`src/rtl/lcd_timing_gen.sv`:
```
// RGB LCD timing master: HS/VS/DE/backlight generation plus pixel coordinate requests
// issued DATA_LAT cycles ahead of DE so the returned pixel_data lines up with lcd_de.
module lcd_timing_gen #(
    parameter logic [10:0] H_SYNC   = 11'd41,
    parameter logic [10:0] H_BACK   = 11'd2,
    parameter logic [10:0] H_DISP   = 11'd480,
    parameter logic [10:0] H_FRONT  = 11'd2,
    parameter logic [10:0] V_SYNC   = 11'd10,
    parameter logic [10:0] V_BACK   = 11'd2,
    parameter logic [10:0] V_DISP   = 11'd272,
    parameter logic [10:0] V_FRONT  = 11'd2,
    parameter int          DATA_LAT = 2
) (
    input  logic        pclk,
    input  logic        rst,
    input  logic        en,
    input  logic [23:0] pixel_data,
    output logic [10:0] pixel_row,
    output logic [10:0] pixel_line,
    output logic        pixel_req,
    output logic [10:0] h_disp,
    output logic [10:0] v_disp,
    output logic        lcd_hs,
    output logic        lcd_vs,
    output logic        lcd_de,
    output logic [23:0] lcd_rgb,
    output logic        lcd_bl,
    output logic        frame_done,
    output logic [15:0] frame_cnt
);

    localparam logic [10:0] H_TOTAL   = H_SYNC + H_BACK + H_DISP + H_FRONT;
    localparam logic [10:0] V_TOTAL   = V_SYNC + V_BACK + V_DISP + V_FRONT;
    localparam logic [10:0] HA        = H_SYNC + H_BACK;
    localparam logic [10:0] VA        = V_SYNC + V_BACK;
    localparam logic [10:0] REQ_START = HA - 11'(DATA_LAT);

    typedef enum logic [1:0] {IDLE, RUN, DRAIN} state_t;

    state_t      state_q, state_d;
    logic [10:0] h_cnt_q, h_cnt_d;
    logic [10:0] v_cnt_q, v_cnt_d;
    logic        hs_q, hs_d, vs_q, vs_d, de_q, de_d, req_q, req_d;
    logic        bl_q, bl_d, fd_q, fd_d;
    logic [10:0] row_q, row_d, line_q, line_d;
    logic [15:0] fc_q, fc_d;

    logic        h_last, v_last, frame_last, active, in_v;
    logic [10:0] req_off, de_off, v_off;

    assign h_disp = H_DISP;
    assign v_disp = V_DISP;

    always_comb begin
        h_last     = (h_cnt_q == H_TOTAL - 11'd1);
        v_last     = (v_cnt_q == V_TOTAL - 11'd1);
        frame_last = h_last && v_last;
        state_d    = state_q;
        h_cnt_d    = h_cnt_q;
        v_cnt_d    = v_cnt_q;
        case (state_q)
            IDLE: begin
                h_cnt_d = '0;
                v_cnt_d = '0;
                if (en) state_d = RUN;
            end
            default: begin
                h_cnt_d = h_last ? 11'd0 : h_cnt_q + 11'd1;
                if (h_last) v_cnt_d = v_last ? 11'd0 : v_cnt_q + 11'd1;
                // Stopping only ever happens on a frame boundary; en mid-frame just selects RUN/DRAIN.
                if (frame_last) state_d = en ? RUN : IDLE;
                else            state_d = en ? RUN : DRAIN;
            end
        endcase
    end

    // Window tests use modular offsets so a zero start never yields a constant comparison.
    always_comb begin
        active  = (state_q != IDLE);
        req_off = h_cnt_q - REQ_START;
        de_off  = h_cnt_q - HA;
        v_off   = v_cnt_q - VA;
        in_v    = (v_off < v_disp);
        hs_d    = !(active && (h_cnt_q < H_SYNC));
        vs_d    = !(active && (v_cnt_q < V_SYNC));
        de_d    = active && in_v && (de_off < h_disp);
        req_d   = active && in_v && (req_off < h_disp);
        row_d   = req_d ? req_off : 11'd0;
        line_d  = req_d ? v_off : 11'd0;
        bl_d    = active;
        fd_d    = active && frame_last;
        fc_d    = fd_d ? fc_q + 16'd1 : fc_q;
    end

    always_ff @(posedge pclk) begin
        if (rst) begin
            state_q <= IDLE;
            h_cnt_q <= '0;
            v_cnt_q <= '0;
            hs_q    <= 1'b1;
            vs_q    <= 1'b1;
            de_q    <= 1'b0;
            req_q   <= 1'b0;
            row_q   <= '0;
            line_q  <= '0;
            bl_q    <= 1'b0;
            fd_q    <= 1'b0;
            fc_q    <= '0;
        end else begin
            state_q <= state_d;
            h_cnt_q <= h_cnt_d;
            v_cnt_q <= v_cnt_d;
            hs_q    <= hs_d;
            vs_q    <= vs_d;
            de_q    <= de_d;
            req_q   <= req_d;
            row_q   <= row_d;
            line_q  <= line_d;
            bl_q    <= bl_d;
            fd_q    <= fd_d;
            fc_q    <= fc_d;
        end
    end

    assign lcd_hs     = hs_q;
    assign lcd_vs     = vs_q;
    assign lcd_de     = de_q;
    assign pixel_req  = req_q;
    assign pixel_row  = row_q;
    assign pixel_line = line_q;
    assign lcd_bl     = bl_q;
    assign frame_done = fd_q;
    assign frame_cnt  = fc_q;
    assign lcd_rgb    = de_q ? pixel_data : 24'h000000;

endmodule

```
`config.mk`:
```
export PLATFORM = sky130hd
export DESIGN_NAME = lcd_timing_gen
export DESIGN_NICKNAME = d
export VERILOG_FILES = /design/src/rtl/lcd_timing_gen.sv
export SDC_FILE = /design/constraint.sdc
export NUM_CORES = 1
export LEC_CHECK = 0
export CAP_MARGIN = 20
export CORE_MARGIN = 8
export CORE_UTILIZATION = 45
export DETAILED_ROUTE_END_ITERATION = 10
export PLACE_DENSITY_LB_ADDON = 0.2
export SYNTH_ARGS = -nofsm -noshare
export SYNTH_HDL_FRONTEND = slang
export SYNTH_SLANG_ARGS = --single-unit
```
`constraint.sdc`:
```
create_clock -name pclk -period 2.64 [get_ports pclk]
set_input_delay 0.528 -clock pclk [delete_from_list [all_inputs] [get_ports pclk]]
set_output_delay 0.528 -clock pclk [all_outputs]
set_load 0.005 [all_outputs]
```
# Word level (Yosys, flattened, before mapping)
# Cells that the tools add are included.
dict set report totals {
  wordCells 48
  in_bits 27
  ff_bits 68
  output_inout_bits 90
}
dict set report op_classes {
  n_reduce_logical 14
  bitwise_logic 1
  magnitude_cmp 5
  eq_ne 3
  mux 7
  add_sub_neg 6
}
# operator n
set ops {}
lappend ops {{less-than comparator 11 x 9 -> 1 bit, second input constant} 3}
lappend ops {{two-way mux 24 bit} 1}
lappend ops {{adder 11 x 1 -> 11 bit, second input constant} 2}
lappend ops {{subtractor 11 x 6 -> 11 bit, second input constant} 2}
lappend ops {{adder 16 x 1 -> 16 bit, second input constant} 1}
lappend ops {{equality test 11 x 10 -> 1 bit, second input constant} 1}
lappend ops {{equality test 11 x 9 -> 1 bit, second input constant} 1}
lappend ops {{less-than comparator 11 x 4 -> 1 bit, second input constant} 1}
lappend ops {{less-than comparator 11 x 6 -> 1 bit, second input constant} 1}
lappend ops {{two-way mux 11 bit} 1}
lappend ops {{subtractor 11 x 4 -> 11 bit, second input constant} 1}
lappend ops {{two-way mux 2 bit} 4}
lappend ops {{logical AND 1 bit} 7}
lappend ops {{OR reduction 2 bit} 2}
lappend ops {{OR reduction 3 bit} 1}
lappend ops {{logical NOT 1 bit} 2}
lappend ops {{logical NOT 2 bit} 1}
lappend ops {{!= test 2 bit, second input constant} 1}
lappend ops {{nonzero test 2 bit} 1}
lappend ops {{two-way mux 1 bit} 1}
lappend ops {{inverter 1 bit} 1}

# Longest topological paths before layout
dict set report logic_depth {
  word_depth 6
  ltp_mapped 8
  mapped_depth_nobuf 7
}

# Worst setup path after synthesis
# Ideal clock, no wire load.
dict set report synth_path {
  path_type {register to register}
  start {register h_cnt_q[0]}
  end {register v_cnt_q[10]}
  setup_slack_ps 338
  arrival_time_ps 2177
  stages_incl_launch_ff 9
  synth_period_minus_slack_ps 2302
  path_buffers 1
  cell_sequence {dfxtp_1 > inv_1 > ha_1 > or3b_2 > or4_4 > buf_6 > nor4_4 > xnor2_1 > nor2_2}
}
dict set report synth_via {
  elab_chain_len 1
}
# item line_no
set synth_lines {}
lappend synth_lines {{start, declared} 41} ;# logic [10:0] h_cnt_q, h_cnt_d;
lappend synth_lines {{start signal, assigned} 111} ;# h_cnt_q <= h_cnt_d;
lappend synth_lines {{equality test 11 x 10 -> 1 bit} 55} ;# h_last = (h_cnt_q == H_TOTAL - 11'd1);
lappend synth_lines {{end signal, assigned} 112} ;# v_cnt_q <= v_cnt_d;
lappend synth_lines {{end, declared} 42} ;# logic [10:0] v_cnt_q, v_cnt_d;
# No other way between the ends.
# A chain may end at the register's enable or synchronous reset.

# Final worst setup path
dict set report layout_path {
  start {register h_cnt_q[1]}
  end {register fc_q[13] (netlist: frame_cnt[13])}
}
dict set report layout_via {
  elab_chain_len 3
}
# item line_no
set layout_lines {}
lappend layout_lines {{equality test 11 x 10 -> 1 bit} 55}
lappend layout_lines {{logical AND 1 bit} 57} ;# frame_last = h_last && v_last;
lappend layout_lines {{logical AND 1 bit} 91} ;# fd_d = active && frame_last;
lappend layout_lines {{end signal, assigned} 108} ;# fc_q <= '0;
lappend layout_lines {{end signal, assigned} 121} ;# fc_q <= fc_d;
lappend layout_lines {{end, declared} 46} ;# logic [15:0] fc_q, fc_d;
# No other way between the ends.

==> impl_metrics.json <==
{
  "run_status": "completed",
  "viasPerCell": 4.97,
  "drive_above_1_share_pct": 9.55,
  "io_pins": 117,
  "die_area_um2": 10700,
  "synth_top_cell_by_area": "dfxtp_1",
  "stdcell_count": 615,
  "cp_slowest_cell": "or3b_2",
  "worst-r2r-setup-slack_ns": 0.20,
  "track_usage_pct": 16.6,
  "clockPowerShare_pct": 46.0,
  "cts_root_buffer": "clkbuf_8",
  "power.leakage_nw": 1.74,
  "m1WireLength_mm": 3.93,
  "clockBufferDepth": 2,
  "grt_pass1_vias": 3005,
  "worstHoldStart": "frame_cnt[6]",
  "min_path_cells": 2,
  "p_per_area_nw_per_um2": 446,
  "yosysSeqAreaShare_pct": 39.4,
  "cp_slowest_stage_delay_ns": 0.53,
  "wl_met2_mm": 4.13,
  "start_util_pct": 45.7,
  "synth-seq-cells": 68,
  "avgSynthCellArea_um2": 8.51,
  "core-area_um2": 7570,
  "crit_family": "simple AND/OR/NAND/NOR gates",
  "syn_inst": 406,
  "nets": 542,
  "nFillCells": 638,
  "drt_iter0_drc": 140,
  "num_vias": 3055,
  "netlist_area_um2": 3460,
  "min-delay-path-class": "reg -> reg",
  "p_sw_share_pct": 21.6,
  "path_buf_inv": 3,
  "finalSetupViolCount": 0,
  "diodes": 0,
  "comb_power_share_pct": 4.5,
  "cp_max_fo": 6,
  "crit_arrival_ns": 2.73,
  "timing.final.crit_period_ns": 2.44,
  "worst-setup-path-type": "reg -> reg",
  "port_buffers": 94,
  "drcViolationCount": 0,
  "crit_top_cell": "buf_4",
  "cts_post_setup_buffers_inserted": 0,
  "cts_resized": 0,
  "synth.distinct_cells": 50,
  "hpwlAfterDp_mm": 6.74,
  "timing.rr.start": "h_cnt_q[1]",
  "antenna_found_initial": 0,
  "path_cells": "inv_1 -> ha_1 -> or3b_2 -> nor4_4 -> buf_4 -> nand3_1 -> buf_4 -> or4_1 -> nand2_1",
  "switchingPower_mw": 0.452,
  "dr.pass1.iters": 4,
  "power.internal_mw": 1.64,
  "clock.fmax_ghz": 0.410,
  "place_inst": 599,
  "postLayoutCellArea_um2": 4700,
  "numClockSinks": 68,
  "cp-end-kind": "flip-flop",
  "wl_mm": 8.78,
  "cts_tree": "built",
  "synth_most_common_cell": "dfxtp_1",
  "dieWidth_um": 104,
  "htree_num_levels": 3,
  "hold_violations": 0,
  "synth_area_leaders": "dfxtp_1, nor2_1, xnor2_1, buf_4, and2_1",
  "ff2ff_path_depth": 9,
  "cts_buffers": 9,
  "critPathRequiredTime_ns": 2.93,
  "clock_latency_ns": 0.35,
  "synth-edff-count": 0,
  "p_seq_share_pct": 49.5,
  "place_area_um2": 4460,
  "synthFlopType": "dfxtp_1",
  "ant_nets": 0,
  "ys_top_cells_by_count": "dfxtp_1, nor2_1, nor3_1, and2_1, nand2_1",
  "grt_start_max_net_pins": 26,
  "slew_violations": 0,
  "grt-ovfl-total": 0,
  "worst_setup_path_start_kind": "flip-flop",
  "tightestPinTransition_ns": 0.795,
  "holdWs_ns": 0.509,
  "clkTransAtPathRegs_ns": 0.08,
  "fin_crit_sh_pct": 92.3,
  "peakVddDrop_v": 0.000302,
  "maxCapViolCount": 0,
  "rsz0062_at_grt": "false",
  "skew_ns": 0.00749,
  "met3_wirelength_um": 579,
  "wire_per_inst_um": 14.3,
  "crit_start": "h_cnt_q[1]",
  "holdBufCountCts": 0,
  "fp-row-count": 32,
  "cp_num_cells": 9,
  "grt_pass1_wl_mm": 14.9,
  "syn2layout_area_growth_pct": 36.0,
  "routabilityCongestion": 0.914,
  "ys_async_sr_fraction_pct": 0,
  "synth_top_area_share_pct": 39.4,
  "top_layer": "met4",
  "slew_headroom_pct": 47.0,
  "fp.dieH_um": 104,
  "yosysWarnings": 0,
  "setup_tns_ns": 0
}
==> logic make-up after synthesis <==
logic type | share of synthesized area, %
mux | 0.905
compound gates | 7.35
buf+inv | 9.41
xor+xnor | 9.12
fa+ha+maj | 2.53
flops | 39.4
other cells | 0.217
simple gates | 31.1
==> layout by cell type (no fill, tap or decap), types with 3 or more instances in the layout <==
cell type / Yosys / layout
o31ai_1: 4 / 4
clkdlybuf4s50_1: 0 / 94
a21oi_1: 12 / 12
or2_2: 3 / 3
nor3_1: 28 / 28
dfxtp_1: 68 / 68
conb_1: 2 / 26
clkbuf_8: 0 / 10
nand3_1: 11 / 11
nor4_4: 2 / 3
inv_1: 10 / 10
nand4_1: 12 / 12
and3_1: 11 / 11
nor2b_1: 4 / 4
and2_1: 25 / 25
o21ai_0: 11 / 11
or4_1: 6 / 6
nor2_1: 47 / 47
xor2_1: 17 / 17
or4_4: 3 / 3
ha_1: 7 / 7
or3_1: 4 / 4
nand2_1: 24 / 24
clkinvlp_4: 0 / 3
buf_4: 22 / 17
nand2b_1: 4 / 4
xnor2_1: 19 / 19
==> power groups by stage <==
stage                     logic, mW  clock network, mW  registers, mW
after CTS                    0.0935              0.985           1.04
final                        0.0946              0.963           1.04
after global routing          0.105               1.03           1.04
after floorplan              0.0550                  0           1.06
after global placement       0.0927                  0           1.06
after detailed placement     0.0928                  0           1.06
==> registers in the layout, summed over array words and instances (netlist names) <==
signal	flops
h_cnt_q	11
v_cnt_q	11
state_q	2
lcd_vs	1
pixel_req	1
pixel_line	11
pixel_row	11
lcd_de	1
lcd_hs	1
lcd_bl	1
frame_cnt	16
frame_done	1
==> layer usage <==
layer,vias to the layer above,GRT usage (%)
li1,1534,-
met1,1392,19.6
met2,119,27.3
met3,10,4.89
met4,0,7.24
met5,-,0
==> worst reg2reg max path: cells and delay by family (launching register included) <==
kind	cells	cell delay, ns
adder cells (fa/ha/maj)	1	0.14
buffers and inverters	3	0.47
flip-flops	1	0.34
AND/OR/NAND/NOR	5	1.44
==> final cells by class <==
| type | count | area [um^2] | share of cell area, % |
|---|---|---|---|
| clock inverters | 6 | 87.6 | 1.86 |
| repair buffers | 111 | 1070 | 22.7 |
| flip-flops and latches | 68 | 1360 | 29.0 |
| well taps | 102 | 128 | 2.72 |
| clock buffers | 10 | 138 | 2.93 |
| inverters | 11 | 41.3 | 0.879 |
| multi-input cells | 307 | 1870 | 39.9 |
==> per-stage QoR <==
| stage | setup slack, ns | power [mW] | util, % |
|---|---|---|---|
| after global placement | 0.142 | 1.15 | 58.9 |
| final | 0.202 | 2.09 | 62.1 |
| after CTS | 0.0433 | 2.11 | 61.9 |
| after detailed placement | 0.0668 | 1.15 | 58.9 |
| after floorplan | 0.338 | 1.12 | - |
| after global routing | 0.00139 | 2.17 | 62.1 |
==> path summary, 6_finish.rpt <==
check,end
max reg2reg,frame_cnt[13]
min,frame_cnt[6]
min reg2reg,frame_cnt[6]
max,frame_cnt[13]
Power figures use the tool's default switching activity.
